**src/rtl/axi_read_traffic_gen.sv**
```systemverilog
// AXI4 read traffic generator: issues a programmable series of INCR AR bursts
// and counts returned R beats, busy cycles and response errors.

typedef struct packed {
   logic [4:0]  id;
   logic [31:0] addr;
   logic [7:0]  len;
   logic [2:0]  size;
   logic [1:0]  burst;
   logic        lock;
   logic [3:0]  cache;
   logic [2:0]  prot;
   logic [3:0]  qos;
   logic [3:0]  region;
   logic [5:0]  atop;
   logic [4:0]  user;
} axi_rtg_aw_chan_t;

typedef struct packed {
   logic [4:0]  id;
   logic [31:0] addr;
   logic [7:0]  len;
   logic [2:0]  size;
   logic [1:0]  burst;
   logic        lock;
   logic [3:0]  cache;
   logic [2:0]  prot;
   logic [3:0]  qos;
   logic [3:0]  region;
   logic [4:0]  user;
} axi_rtg_ar_chan_t;

typedef struct packed {
   logic [511:0] data;
   logic [63:0]  strb;
   logic         last;
   logic [4:0]   user;
} axi_rtg_w_chan_t;

typedef struct packed {
   logic [4:0] id;
   logic [1:0] resp;
   logic [4:0] user;
} axi_rtg_b_chan_t;

typedef struct packed {
   logic [4:0]   id;
   logic [511:0] data;
   logic [1:0]   resp;
   logic         last;
   logic [4:0]   user;
} axi_rtg_r_chan_t;

typedef struct packed {
   axi_rtg_aw_chan_t aw;
   logic             aw_valid;
   axi_rtg_w_chan_t  w;
   logic             w_valid;
   logic             b_ready;
   axi_rtg_ar_chan_t ar;
   logic             ar_valid;
   logic             r_ready;
} axi_rtg_req_t;

typedef struct packed {
   logic             aw_ready;
   logic             ar_ready;
   logic             w_ready;
   logic             b_valid;
   axi_rtg_b_chan_t  b;
   logic             r_valid;
   axi_rtg_r_chan_t  r;
} axi_rtg_resp_t;

module axi_read_traffic_gen #(
   parameter int unsigned AxiAddrWidth   = 32,
   parameter int unsigned AxiDataWidth   = 512,
   parameter int unsigned AxiIdWidth     = 5,
   parameter int unsigned AxiUserWidth   = 5,
   parameter int unsigned MaxOutstanding = 8,
   parameter int unsigned CntWidth       = 32,
   parameter type         axi_req_t      = axi_rtg_req_t,
   parameter type         axi_resp_t     = axi_rtg_resp_t
) (
   input  logic                    clk_i,
   input  logic                    rst_i,
   input  logic                    start_i,
   input  logic [AxiAddrWidth-1:0] base_addr_i,
   input  logic [AxiAddrWidth-1:0] stride_i,
   input  logic [CntWidth-1:0]     num_bursts_i,
   input  logic [7:0]              burst_len_i,
   output axi_req_t                axi_req_o,
   input  axi_resp_t               axi_resp_i,
   output logic                    busy_o,
   output logic                    done_o,
   output logic [CntWidth-1:0]     beats_o,
   output logic [CntWidth-1:0]     cycles_o,
   output logic                    err_o
);

   localparam int unsigned OutW = $clog2(MaxOutstanding + 1);
   localparam logic [OutW-1:0] MaxOut = OutW'(MaxOutstanding);
   localparam logic [2:0] AxSize = 3'($clog2(AxiDataWidth / 8));

   typedef enum logic [1:0] {IDLE, RUN, DRAIN, DONE} state_e;

   state_e                  state_q, state_d;
   logic [AxiAddrWidth-1:0] addr_q, addr_d;
   logic [AxiAddrWidth-1:0] stride_q, stride_d;
   logic [CntWidth-1:0]     num_q, num_d;
   logic [CntWidth-1:0]     issued_q, issued_d;
   logic [CntWidth-1:0]     beats_q, beats_d;
   logic [CntWidth-1:0]     cycles_q, cycles_d;
   logic [7:0]              len_q, len_d;
   logic [7:0]              beat_q, beat_d;
   logic [OutW-1:0]         out_q, out_d;
   logic                    err_q, err_d;

   logic ar_valid, r_ready, ar_hs, r_hs, r_done;
   logic unused_resp;

   assign unused_resp = ^axi_resp_i;

   always_ff @(posedge clk_i or posedge rst_i) begin
      if (rst_i) begin
         state_q  <= IDLE;
         addr_q   <= '0;
         stride_q <= '0;
         num_q    <= '0;
         issued_q <= '0;
         beats_q  <= '0;
         cycles_q <= '0;
         len_q    <= '0;
         beat_q   <= '0;
         out_q    <= '0;
         err_q    <= 1'b0;
      end else begin
         state_q  <= state_d;
         addr_q   <= addr_d;
         stride_q <= stride_d;
         num_q    <= num_d;
         issued_q <= issued_d;
         beats_q  <= beats_d;
         cycles_q <= cycles_d;
         len_q    <= len_d;
         beat_q   <= beat_d;
         out_q    <= out_d;
         err_q    <= err_d;
      end
   end

   always_comb begin
      state_d  = state_q;
      addr_d   = addr_q;
      stride_d = stride_q;
      num_d    = num_q;
      issued_d = issued_q;
      beats_d  = beats_q;
      cycles_d = cycles_q;
      len_d    = len_q;
      beat_d   = beat_q;
      out_d    = out_q;
      err_d    = err_q;

      if (ar_hs) begin
         addr_d   = addr_q + stride_q;
         issued_d = issued_q + 1'b1;
      end
      // One beat counter suffices because R data returns in AR order.
      if (r_hs) begin
         beats_d = beats_q + 1'b1;
         if (axi_resp_i.r.resp != 2'b00 || axi_resp_i.r.last != (beat_q == len_q)) begin
            err_d = 1'b1;
         end
         beat_d = axi_resp_i.r.last ? 8'd0 : beat_q + 1'b1;
      end
      if (ar_hs && !r_done) begin
         out_d = out_q + 1'b1;
      end else if (!ar_hs && r_done) begin
         out_d = out_q - 1'b1;
      end

      unique case (state_q)
         IDLE: begin
            if (start_i) begin
               state_d  = RUN;
               addr_d   = base_addr_i;
               stride_d = stride_i;
               num_d    = num_bursts_i;
               len_d    = burst_len_i;
               issued_d = '0;
               beats_d  = '0;
               cycles_d = '0;
               beat_d   = '0;
               out_d    = '0;
               err_d    = 1'b0;
            end
         end
         RUN: begin
            cycles_d = cycles_q + 1'b1;
            if (issued_q == num_q) begin
               state_d = DONE;
            end else if (ar_hs && issued_d == num_q) begin
               state_d = DRAIN;
            end
         end
         DRAIN: begin
            cycles_d = cycles_q + 1'b1;
            if (out_q == '0) begin
               state_d = DONE;
            end
         end
         DONE: begin
            state_d = IDLE;
         end
         default: begin
            state_d = IDLE;
         end
      endcase
   end

   always_comb begin
      busy_o   = (state_q == RUN) || (state_q == DRAIN);
      done_o   = (state_q == DONE);
      beats_o  = beats_q;
      cycles_o = cycles_q;
      err_o    = err_q;

      ar_valid = (state_q == RUN) && (issued_q != num_q) && (out_q < MaxOut);
      r_ready  = busy_o;
      ar_hs    = ar_valid && axi_resp_i.ar_ready;
      r_hs     = r_ready && axi_resp_i.r_valid;
      r_done   = r_hs && axi_resp_i.r.last && (out_q != '0);

      axi_req_o          = '0;
      axi_req_o.ar.id    = AxiIdWidth'(issued_q);
      axi_req_o.ar.addr  = addr_q;
      axi_req_o.ar.len   = len_q;
      axi_req_o.ar.size  = AxSize;
      axi_req_o.ar.burst = 2'b01;
      axi_req_o.ar_valid = ar_valid;
      axi_req_o.r_ready  = r_ready;
      axi_req_o.b_ready  = 1'b1;
   end

endmodule

```
**config.mk**
```make
export PLATFORM = sky130hd
export DESIGN_NAME = axi_read_traffic_gen
export DESIGN_NICKNAME = d
export VERILOG_FILES = /design/src/rtl/axi_read_traffic_gen.sv
export SDC_FILE = /design/constraint.sdc
export NUM_CORES = 1
export LEC_CHECK = 0
export ABC_AREA = 1
export CORE_AREA = 2 2 569 571
export CTS_CLUSTER_SIZE = 12
export DETAILED_ROUTE_END_ITERATION = 10
export DIE_AREA = 0 0 571 573
export GPL_ROUTABILITY_DRIVEN = 0
export RECOVER_POWER = 50
export SKIP_CTS_REPAIR_TIMING = 1
export SKIP_LAST_GASP = 1
export SLEW_MARGIN = 40
export SYNTH_ARGS = -nofsm -noshare
export SYNTH_HDL_FRONTEND = slang
export SYNTH_SLANG_ARGS = --single-unit
export TNS_END_PERCENT = 30
```
**constraint.sdc**
```tcl
create_clock -name clk_i -period 9.4 [get_ports clk_i]
set_input_delay 2.35 -clock clk_i [delete_from_list [all_inputs] [get_ports clk_i]]
set_output_delay 2.35 -clock clk_i [all_outputs]
set_load 0.005 [all_outputs]
```
## Yosys cells after proc, flatten, opt, wreduce, memory -nomap -nowiden

Cells that the tools add are included.
W data, S select, Z words.

| storage, ports and cells | value |
|---|---|
| word-level logic and storage cells | 80 |
| register bits | 215 |

| cells by class | value |
|---|---|
| muxes and demuxes | 28 |
| reductions and logical operators | 22 |
| add/sub/neg operators | 7 |
| magnitude comparators | 1 |
| equal/unequal tests | 11 |

Operator list:

| operator | number |
|---|---|
| $mux W32 | 10 |
| $add A32 B1 Y32 const B | 3 |
| $eq A32 B32 Y1 | 2 |
| $pmux W32 S2 | 1 |
| $add A32 B32 Y32 | 1 |
| $mux W8 | 4 |
| $ne A32 B32 Y1 | 1 |
| $mux W4 | 4 |
| $logic_and A1 B1 Y1 | 9 |
| $add A8 B1 Y8 const B | 1 |
| $eq A8 B8 Y1 | 1 |
| $mux W2 | 4 |
| $pmux W2 S4 | 1 |
| $add A4 B1 Y4 const B | 1 |
| $eq A2 B2 Y1 const B | 2 |
| $logic_not A4 Y1 | 1 |
| $lt A4 B4 Y1 const B | 1 |
| $mux W1 | 4 |
| $ne A2 B2 Y1 const B | 2 |
| $reduce_and A2 Y1 | 2 |
| $reduce_bool A2 Y1 | 2 |
| $reduce_bool A4 Y1 | 1 |
| $sub A4 B1 Y4 const B | 1 |
| $ne A3 B3 Y1 const B | 1 |
| 7 further kinds | 9 |

## Logic depth before layout (Yosys ltp)

Gate-level depths: netlist of the first run.

| depth | value |
|---|---|
| depth after elaboration | 10 |
| gate-level depth with buffers | 24 |
| depth with buffers taken out | 23 |

## Worst setup path after synthesis of the first run

No wires, ideal clock.

| path | value |
|---|---|
| path kind | input port to flip-flop |
| start | input port start_i |
| end | register cycles_q[31], in the netlist cycles_o[31] |
| buffers on the path | 0 |
| arrival | 3.969 ns |
| path slack | 5.294 ns |
| cell stages on the path | 15 |
| cells stage by stage | nand2_2 -> clkinv_2 -> a21oi_2 -> nor3_4 -> nand2_2 -> nor2_4 -> nand2_2 -> nor2_4 -> nand3_2 -> nor4_4 -> nand3_2 -> nor2_2 -> nand2_1 -> nor3_1 -> nor3_1 |

| on the way | value |
|---|---|
| longest elaborated chain between the ends | 2 |

Ends and longest elaborated chain:

| what | RTL line | RTL |
|---|---|---|
| start: declaration | 87 | `input logic start_i,` |
| $ne A2 B2 Y1 (no source line) | -- |  |
| $reduce_and A2 Y1 (no source line) | -- |  |
| end signal: assignment | 144 | `cycles_q <= cycles_d;` |
| end: declaration | 113 | `logic [CntWidth-1:0] cycles_q, cycles_d;` |

No other way between the ends.
A chain may end at the register's enable or synchronous reset.

## Worst setup path in the final report of the first run

| path | value |
|---|---|
| start | input port start_i |
| end | register num_q[13] |

| on the way | value |
|---|---|
| longest elaborated chain between the ends | 1 |

Ends and longest elaborated chain:

| what | RTL line | RTL |
|---|---|---|
| $reduce_and A2 Y1 (no source line) | -- |  |
| end signal: assignment | 141 | `num_q <= num_d;` |
| end: declaration | 110 | `logic [CntWidth-1:0] num_q, num_d;` |

No other way between the ends.

==> key figures, run 1 <==
Drt
  • Routed WL per cell: 10.42 µm
  • Pre-Repair DR Iteration Count: 6
  • Antenna Nets Post-Route: 0
  • DRT iter0 DRCs: 975
  • Via-to-Cell Ratio: 2.081
  • Via count: 14,710
  • Final WL: 73.61 mm
  • DRC viols: 0

Final layout
  • Fillcell total: 37,520
  • Nets: 3,425
  • Ratio of cells with drive above 1 in the final layout: 4.061%
  • Util after Layout: 7.637%
  • Area grow syn2layout: 32.55%

Critical path
  • Arr. time, crit path: 7370 ps
  • Buf+Inv Stages, Crit Path: 3
  • Startpoint Class: input port
  • Crit. End Element: flip-flop
  • Worst-path cell chain: dlygate4sd3_1 > nand2_1 > clkinvlp_2 > clkbuf_1 > nand2_1 > o21ai_0
  • Most frequent CP cell: nand2_1
  • CP max-delay cell: clkbuf_1
  • Critical setup path kind: in -> reg
  • Worst path max stage delay: 2530 ps
  • Worst-path fanout max: 76
  • CP delay by family, top: buffers and inverters
  • CP Data Required Time: 9920 ps

Floorplan
  • Die width: 571 µm
  • Die Y: 573 µm
  • IO Pins: 1,451
  • Core area: 320,400 µm²
  • Die ar.: 327,200 µm²
  • Starting Density: 5.761%
  • Row Count: 208

Hold path
  • Hold Crit Class: reg -> reg

STA
  • Total negative slack: 0 ps
  • Hold_ws: 487.0 ps
  • Final Setup Violations: 0
  • RSZ-0062 raised after global routing: no
  • Final min period: 6850 ps
  • Clock Skews: 48.01 ps
  • Worst slew margin: -237.0%
  • FMAX: 146.0 MHz
  • Tightest Pin Transition: 5055 ps
  • Fin crit share: 72.87%
  • Pins over their slew limit: 284
  • Final hold violations: 0

Logic synthesis
  • Post-synth top area share: 29.15%
  • Async set or reset register ratio after synthesis: 100.0%
  • Ys flop type: dfrtp_1
  • Most frequent cells after synthesis: buf_4 (697), nand2_1 (534), dfrtp_1 (215)
  • Post-synthesis compound-gate area fraction: 9.023%
  • Mux cell area share after synthesis: 0.2711%
  • Avg Inst Size Synth: 7.322 µm²
  • Synthesis-stage register bit count: 215
  • Leading area contributor after synthesis: dfrtp_1
  • Seq/Total Area, Yosys: 29.15%
  • Top post-synthesis cells by area: dfrtp_1 (29%), buf_4 (28%), nand2_1 (11%), inv_1 (4.3%), a21oi_1 (4.1%)
  • Main combinational cell family by area after synthesis: buffers and inverters
  • Number of synthesized flops with an enable pin: 0
  • Adder-Cell Fraction of Synth Area: 2.888%
  • Synthesized instance count: 2,521
  • YS warnings: 0
  • Count leader, synth: buf_4
  • Netlist cell types: 55
  • Post-Synth XOR/XNOR Area: 3.227%
  • Syn Std Cell Area: 18,460 µm²
  • Simple-gate share of the synthesized area: 21.63%

Placement
  • Post-DP HPWL: 62.95 mm
  • IO Port Bufs: 225

Pwr
  • Power Density: 228.8 nW/µm²
  • Leak: 10.14 nW
  • Post-layout power: 5.599 mW
  • VDD IR-drop max: 0.0001773 V

Clock network
  • TritonCTS Buffers: 30
  • Clock Latency Late Sink: 640 ps
  • Htree depth: 1
  • Clock transition at path regs: 60 ps
  • Sinks on Clock Net: 215
  • CTS root buffer: clkbuf_16
  • CTS Buffer Depth: 3
  • CTS tree: done

Outcome
  • Failing checks: max-capacitance violations, max-slew violations
  • Outcome: finished, violations left

GRT
  • Total grt overflow: 0
  • Vias in the first global route: 12,580
  • Largest net degree at the start of global routing: 110
  • Antenna violations before repair: 34
  • First-pass GRT wire length: 97.52 mm
  • Global Route Usage Sum: 4.251%

Flow run
  • MaxCap Viol Count: 4
[power by group]
part           total, mW  switching (mW)  internal, mW
registers           1.47           0.270          1.20
logic               2.85            1.85          1.00
clock network       1.28           0.498         0.779
total               5.60            2.62          2.98
[cell families after synthesis]
kind of cell,Yosys count
buffers and inverters,960
AND/OR/NAND/NOR,923
AO/OA/AOI/OAI,306
flip-flops,215
XOR/XNOR,68
adder cells (fa/ha/maj),42
multiplexers,5
other,2
[worst register-to-register path: cells and delay by family (launching register included)]
kind                       cells  cell delay (ps)
buffers and inverters          3             3500
and+or+nand+nor                2              770
DFF                            1              450
AOI/OAI and AO/OA              1              270
adders and majority gates      1              170
[path summary, 6_finish.rpt]
kind                        startpoint          end  slack [ps]  cells past startpoint
setup / recovery               start_i    num_q[13]        2550                      6
hold / removal             stride_q[0]  stride_q[0]         490                      2
setup reg to reg            state_q[0]    num_q[13]        4150                      7
hold reg to reg            stride_q[0]  stride_q[0]         490                      2
max in group asynchronous        rst_i  stride_q[4]        3440                      2
min in group asynchronous        rst_i    beat_q[1]        3670                      2
[final cells by class]
class	instances	area, µm²	share of cell area, %
antenna	4	10.01	0.04091
clock buffer	35	799.5	3.268
clock inverter	21	310.3	1.268
inverter	218	820.8	3.355
multi-input combinational	2032	9430	38.54
sequential	215	5380	21.99
tap	4305	5386	22.02
timing repair buffer	237	2328	9.517
[state kept, by name, indices dropped and copies added (netlist names), 4 cells and up]
signal,count
addr_q,32
cycles_o,32
len_q,8
beat_q,8
issued_q,32
num_q,32
beats_o,32
stride_q,32
out_q,4
[routing by layer]
layer | up-vias | track usage [%] | part of all wire [%]
li1 | 7068 | - | -
met1 | 6705 | 5.282 | 42
met2 | 797 | 6.743 | 45
met3 | 114 | 1.545 | 9.9
met4 | 24 | 1.380 | 3.3
met5 | - | 0 | 0.22
[stage by stage]
stage	cells	instance area [µm²]	setup WS, ps
2_1_floorplan	3207	21030	1171
3_3_place_gp	7007	23380	3845
3_5_place_dp	7007	23380	3787
4_1_cts	7063	24490	3432
5_1_grt	7066	24460	2063
6_report	7067	24470	2550
[cell usage in the layout, fill, tap and decap left out, types with 41 or more instances in the layout]
cell and count:
a21oi_1 154, clkdlybuf4s50_1 220, conb_1 688, dfrtp_1 215
ha_1 41, inv_1 208, nand2_1 536, nand3_1 59
nor2_1 193, nor3_1 43, o21ai_0 99
Note: power is estimated with default switching activity, not from simulation.
==> run 2: changes to the inputs <==
--- a/config.mk
+++ b/config.mk
@@ -6,10 +6,10 @@
 export NUM_CORES = 1
 export LEC_CHECK = 0
 export ABC_AREA = 1
-export CORE_AREA = 2 2 569 571
+export CORE_AREA = 2 2 562 564
 export CTS_CLUSTER_SIZE = 12
 export DETAILED_ROUTE_END_ITERATION = 10
-export DIE_AREA = 0 0 571 573
+export DIE_AREA = 0 0 564 566
 export GPL_ROUTABILITY_DRIVEN = 0
 export RECOVER_POWER = 50
 export SKIP_CTS_REPAIR_TIMING = 1
==> constraint.sdc (replaced) <==
create_clock -name clk_i -period 5.6 [get_ports clk_i]
set_input_delay 1.4 -clock clk_i [delete_from_list [all_inputs] [get_ports clk_i]]
set_output_delay 1.4 -clock clk_i [all_outputs]
set_load 0.005 [all_outputs]
==> run 2 against run 1 <==
  * The run still ends with max-capacitance violations, max-slew violations left
  * First-iteration DRC count decreased by 38%
  * Via count down 0.34%
  * Routed wire length is 3.4% lower
  * Combinational power is 65% higher
  * Die area down 2.4%
  * Sequential cell count unchanged
  * Clock power rose by 41%
  * Largest cell class unchanged
==> key figures, run 2 (same netlist as run 1, synthesis figures left out) <==
Placement
  • DP Worst Slack: 1226 ps (-2561 ps)
  • Post-DP HPWL: 60.52 mm (-3.9%)
  • Placed insts: 6,867 (-2.0%)
  • IO Port Bufs: 225 (unchanged)
  • Area after DPL: 23,240 µm² (-0.60%)

Floorplan
  • Starting Density: 5.889% (+0.13 points)
  • Die ar.: 319,200 µm² (-2.4%)
  • IO Pins: 1,451 (unchanged)
  • Row Count: 206 (-0.96%)
  • Die width: 564 µm (-1.2%)
  • Die Y: 566 µm (-1.2%)
  • Core area: 313,400 µm² (-2.2%)

Final layout
  • Fin cells: 6,918 (-2.1%)
  • Fillcell total: 36,970 (-1.5%)
  • Util after Layout: 7.688% (+0.051 points)
  • Most frequent cells in the layout: conb_1 (688), nand2_1 (534), clkdlybuf4s50_1 (218)
  • Area grow syn2layout: 30.55%
  • Register area: 5380 µm² (unchanged)
  • Multi-input logic area: 9437 µm² (about the same)
  • Nets: 3,428 (+0.088%)
  • Commonest non-fill, non-tap cell in the layout: conb_1
  • Fin area: 24,100 µm² (-1.5%)
  • Ratio of cells with drive above 1 in the final layout: 3.814% (-0.25 points)

GRT
  • Antenna violations before repair: 36 (+5.9%)
  • Largest net degree at the start of global routing: 118 (+7.3%)
  • Vias in the first global route: 12,750 (+1.3%)
  • Global Route Usage Sum: 4.217% (-0.034 points)
  • Total grt overflow: 0 (unchanged)
  • First-pass GRT wire length: 95.08 mm (-2.5%)

STA
  • Final min period: 4995 ps
  • FMAX: 200.2 MHz
  • Pins over their slew limit: 333 (+17%)
  • Fin crit share: 89.20%
  • Final Setup Violations: 0 (unchanged)
  • Worst slew margin: -93.80% (+140 points)
  • Final hold violations: 0 (unchanged)
  • Slack of the critical path: 604.8 ps (-1945 ps)
  • Clock Skews: 10.90 ps (-37.10 ps)
  • Total negative slack: 0 ps (unchanged)
  • RSZ-0062 raised after global routing: no
  • Tightest Pin Transition: 2907 ps (-2148 ps)

Flow run
  • MaxCap Viol Count: 5 (+1)

Drt
  • DRT iter0 DRCs: 603 (-38%)
  • Pre-Repair DR Iteration Count: 6 (unchanged)
  • Via count: 14,660 (-0.34%)
  • Final WL: 71.09 mm (-3.4%)
  • Antenna Nets Post-Route: 0 (unchanged)
  • Routed WL per cell: 10.28 µm (-1.3%)
  • DRC viols: 0 (unchanged)
  • Via-to-Cell Ratio: 2.119 (+1.8%)

Critical path
  • Crit Reg-Reg Endpoint: addr_q[9]
  • CP Data Required Time: 6080 ps (-3840 ps)
  • Startpoint Class: input port
  • Crit Reg-Reg Startpoint: state_q[0]
  • FF-to-FF setup slack: 1240 ps (-2910 ps)
  • Arr. time, crit path: 5480 ps (-1890 ps)
  • Crit path launch: start_i
  • Critical setup path kind: in -> reg
  • Crit. End Element: flip-flop
  • Reg2Reg Depth: 7 (unchanged)
  • End point of the critical path: addr_q[9]
  • Worst-path fanout max: 117 (+54%)

Outcome
  • Failing checks: max-capacitance violations, max-slew violations
  • Outcome: finished, violations left

Clock network
  • Clock Latency Late Sink: 600 ps (-40 ps)
  • CTS root buffer: clkbuf_16
  • CTS tree: done
  • Sinks on Clock Net: 215 (unchanged)
  • Htree depth: 1 (unchanged)
  • Clock transition at path regs: 60 ps (about the same)
  • CTS Buffer Depth: 3 (unchanged)
  • TritonCTS Buffers: 27 (-10%)

Pwr
  • VDD IR-drop max: 0.0003529 V (+99%)
  • Power Density: 372.6 nW/µm² (+63%)
  • Leak: 10.06 nW (-0.79%)

Hold path
  • Hold Path Cell Cnt: 2 (unchanged)
  • Hold Startpoint: stride_q[21]
  • Hold Crit Class: reg -> reg
==> run 2: worst min path at each step <==
stage	slack [ps]	to
final	490	stride_q[21]
after global routing	520	stride_q[5]
after CTS	490	stride_q[13]
after detailed placement	480	stride_q[13]
after global placement	470	stride_q[19]
after floorplan	450	stride_q[0]
==> run 2: power breakdown <==
| part | switching [mW] | internal (mW) | leakage (nW) |
|---|---|---|---|
| clock | 0.746 | 1.06 | 0.432 |
| sequential | 0.476 | 2.01 | 2.78 |
| combinational | 3.00 | 1.68 | 6.85 |
| total | 4.23 | 4.75 | 10.1 |
==> run 2: layer usage <==
| metal | track usage [%] | wire length (µm) | up-vias |
|---|---|---|---|
| met5 | 0 | 154 | - |
| met4 | 1.493 | 2681 | 24 |
| met3 | 1.276 | 6035 | 140 |
| met2 | 6.752 | 31900 | 763 |
| met1 | 5.301 | 30310 | 6675 |
| li1 | - | - | 7056 |
==> run 2: critical path: stages <==
cell           delay [ps]
dlygate4sd3_1         600
nand2_4               100
clkbuf_1              540
clkbuf_2             1940
nor2_1                300
a21oi_1               250
==> run 2: metrics by stage <==
step / power [mW] / hold slack (ps)
after floorplan: 5.583 / 452.8
after CTS: 9.125 / 491.4
after global placement: 7.212 / 472.1
after detailed placement: 7.241 / 475.7
final: 8.978 / 490.1
after global routing: 9.746 / 516.0
==> run 2: cell type report <==
| class | count | area share (%) |
|---|---|---|
| Sequential cell | 215 | 22.33 |
| Tap cell | 4160 | 21.60 |
| Clock inverter | 10 | 0.5919 |
| Multi-Input combinational cell | 2032 | 39.16 |
| Inverter | 218 | 3.406 |
| Timing Repair Buffer | 243 | 9.808 |
| Clock buffer | 35 | 3.053 |
| Antenna cell | 5 | 0.05192 |
==> run 3: changes to the inputs <==
--- a/config.mk
+++ b/config.mk
@@ -6,10 +6,10 @@
 export NUM_CORES = 1
 export LEC_CHECK = 0
 export ABC_AREA = 1
-export CORE_AREA = 2 2 562 564
+export CORE_AREA = 2 2 569 571
 export CTS_CLUSTER_SIZE = 12
 export DETAILED_ROUTE_END_ITERATION = 10
-export DIE_AREA = 0 0 564 566
+export DIE_AREA = 0 0 571 573
 export GPL_ROUTABILITY_DRIVEN = 0
 export RECOVER_POWER = 50
 export SKIP_CTS_REPAIR_TIMING = 1
==> constraint.sdc (replaced) <==
create_clock -name clk_i -period 5.56 [get_ports clk_i]
set_input_delay 1.39 -clock clk_i [delete_from_list [all_inputs] [get_ports clk_i]]
set_output_delay 1.39 -clock clk_i [all_outputs]
set_load 0.005 [all_outputs]
==> run 3 against run 2 <==
  * The run still ends with max-capacitance violations, max-slew violations left
  * Clock-buffer cell count increased by 8
  * Sequential share of layout area shrank 0.30 points
  * Sequential power about the same
  * Total power rose by 4.0%
  * Setup slack improved by 160 ps
  * Hold slack barely moved
  * Clock power is 13% higher
  * Core utilization is 0.066 points lower
  * Design area is 1.3% higher
  * Register-to-register slack better by 150 ps
  * Final cell count up 2.3%
  * Global-route usage hardly changed
  * Critical endpoint is now axi_req_o[1]
  * Largest power group unchanged
==> key figures, run 3 (same netlist as run 1, synthesis figures left out) <==
Outcome
  • Outcome: finished, violations left
  • Failing checks: max-capacitance violations, max-slew violations

Floorplan
  • IO Pins: 1,451 (unchanged)
  • Starting Density: 5.761% (-0.13 points)
  • Core area: 320,400 µm² (+2.2%)
  • Die Y: 573 µm (+1.2%)
  • Row Count: 208 (+0.97%)
  • Die ar.: 327,200 µm² (+2.5%)
  • Die width: 571 µm (+1.2%)

STA
  • RSZ-0062 raised after global routing: no
  • Total negative slack: 0 ps (unchanged)
  • Pins over their slew limit: 379 (+14%)
  • Final min period: 4792 ps
  • Clock Skews: 44.28 ps (+33.38 ps)
  • Tightest Pin Transition: 3423 ps (+515.6 ps)
  • FMAX: 208.7 MHz
  • Worst slew margin: -128.2% (-34 points)
  • Final Setup Violations: 0 (unchanged)
  • Fin crit share: 86.20%
  • Final hold violations: 0 (unchanged)

Placement
  • Post-DP HPWL: 62.11 mm (+2.6%)
  • Placed insts: 7,016 (+2.2%)
  • IO Port Bufs: 225 (unchanged)
  • Area after DPL: 23,470 µm² (+0.99%)

Drt
  • Via count: 14,740 (+0.56%)
  • Routed WL per cell: 10.38 µm (+1.0%)
  • Pre-Repair DR Iteration Count: 5 (-1)
  • Final WL: 73.48 mm (+3.4%)
  • DRT iter0 DRCs: 822 (+36%)
  • DRC viols: 0 (unchanged)
  • Via-to-Cell Ratio: 2.083 (-1.7%)
  • Antenna Nets Post-Route: 0 (unchanged)

Critical path
  • Critical setup path kind: reg -> out
  • Crit. End Element: output port
  • Worst-path fanout max: 16 (-86%)
  • Arr. time, crit path: 3400 ps (-2080 ps)
  • CP Data Required Time: 4170 ps (-1910 ps)
  • Startpoint Class: flip-flop
  • Reg2Reg Depth: 7 (unchanged)

Final layout
  • Fin cells: 7,078 (+2.3%)
  • Commonest non-fill, non-tap cell in the layout: conb_1
  • Ratio of cells with drive above 1 in the final layout: 4.120% (+0.31 points)
  • Fin area: 24,420 µm² (+1.3%)
  • Nets: 3,434 (+0.18%)
  • Most frequent cells in the layout: conb_1 (688), nand2_1 (534), clkdlybuf4s50_1 (219)
  • Area grow syn2layout: 32.30%
  • Util after Layout: 7.622% (-0.066 points)

Clock network
  • Sinks on Clock Net: 215 (unchanged)
  • Clock Latency Late Sink: 650 ps (+50 ps)
  • Htree depth: 1 (unchanged)
  • TritonCTS Buffers: 30 (+11%)
  • CTS Buffer Depth: 3 (unchanged)
  • CTS root buffer: clkbuf_16
  • Clock transition at path regs: 70 ps (about the same)
  • CTS tree: done

GRT
  • Antenna violations before repair: 35 (-2.8%)
  • First-pass GRT wire length: 98.22 mm (+3.3%)
  • Global Route Usage Sum: 4.264% (+0.047 points)
  • Vias in the first global route: 12,860 (+0.92%)
  • Total grt overflow: 0 (unchanged)
  • Largest net degree at the start of global routing: 154 (+31%)

Pwr
  • Power Density: 382.3 nW/µm² (+2.6%)
  • VDD IR-drop max: 0.0002803 V (-21%)
  • Leak: 10.13 nW (+0.74%)
  • Post-layout power: 9.335 mW (+4.0%)

Flow run
  • MaxCap Viol Count: 6 (+1)

Hold path
  • Hold Path Cell Cnt: 2 (unchanged)
  • Hold Crit Class: reg -> reg
run 3: changes by cell type in the layout (fill, tap and decap cells not counted), sizes merged, moves of 2 or more:
cell / change
buf: +3
clkbuf: +8
clkinv: +2
inv: +2
run 3: area by class of cell:
type	instances	area, µm²
diodes	6	15.01
clock buffers	43	839.6
clock inverters	13	178.9
fillers	37540	295900
inverters	218	820.8
multi-input cells	2032	9433
flip-flops and latches	215	5380
well taps	4305	5386
repair buffers	246	2366
run 3: routing by layer:
| layer | vias up | share of wire [%] | GRT usage (%) |
|---|---|---|---|
| li1 | 7085 | - | - |
| met1 | 6713 | 42 | 5.290 |
| met2 | 793 | 46 | 6.931 |
| met3 | 127 | 9.3 | 1.374 |
| met4 | 22 | 3.0 | 1.331 |
| met5 | - | 0.18 | 0 |
run 3: critical path, stage by stage, from the launching register on:
cell             delay [ps]
dfrtp_1                 450
inv_1                   130
nand2_1                  90
nand2_1                  70
nand2_1                  60
nor2_1                   50
nand2_1                  70
nor2_2                   50
nand2_4                 220
nand3_4                 300
inv_2                   290
clkdlybuf4s50_1         930
run 3: path summary, 6_finish.rpt:
kind / from / end / slack [ps]
max: issued_q[0] / axi_req_o[1] / 770
min: stride_q[25] / stride_q[25] / 490
max reg2reg: state_q[0] / num_q[13] / 1390
min reg2reg: stride_q[25] / stride_q[25] / 490
max in group asynchronous: rst_i / cycles_o[15] / 1470
min in group asynchronous: rst_i / num_q[31] / 1300
run 3: through the flow:
step / setup WS [ps] / hold slack [ps]
2_1_floorplan: 1372 / 452.8
3_3_place_gp: 1224 / 472.3
3_5_place_dp: 1215 / 476.7
4_1_cts: 586.3 / 493.0
5_1_grt: 365.7 / 503.6
6_report: 767.5 / 489.7
run 3: report_power, final:
| part | switching [mW] | leakage (nW) | internal (mW) |
|---|---|---|---|
| combinational | 3.11 | 6.85 | 1.71 |
| clock | 0.842 | 0.502 | 1.19 |
| sequential | 0.449 | 2.78 | 2.03 |
| total | 4.41 | 10.1 | 4.93 |
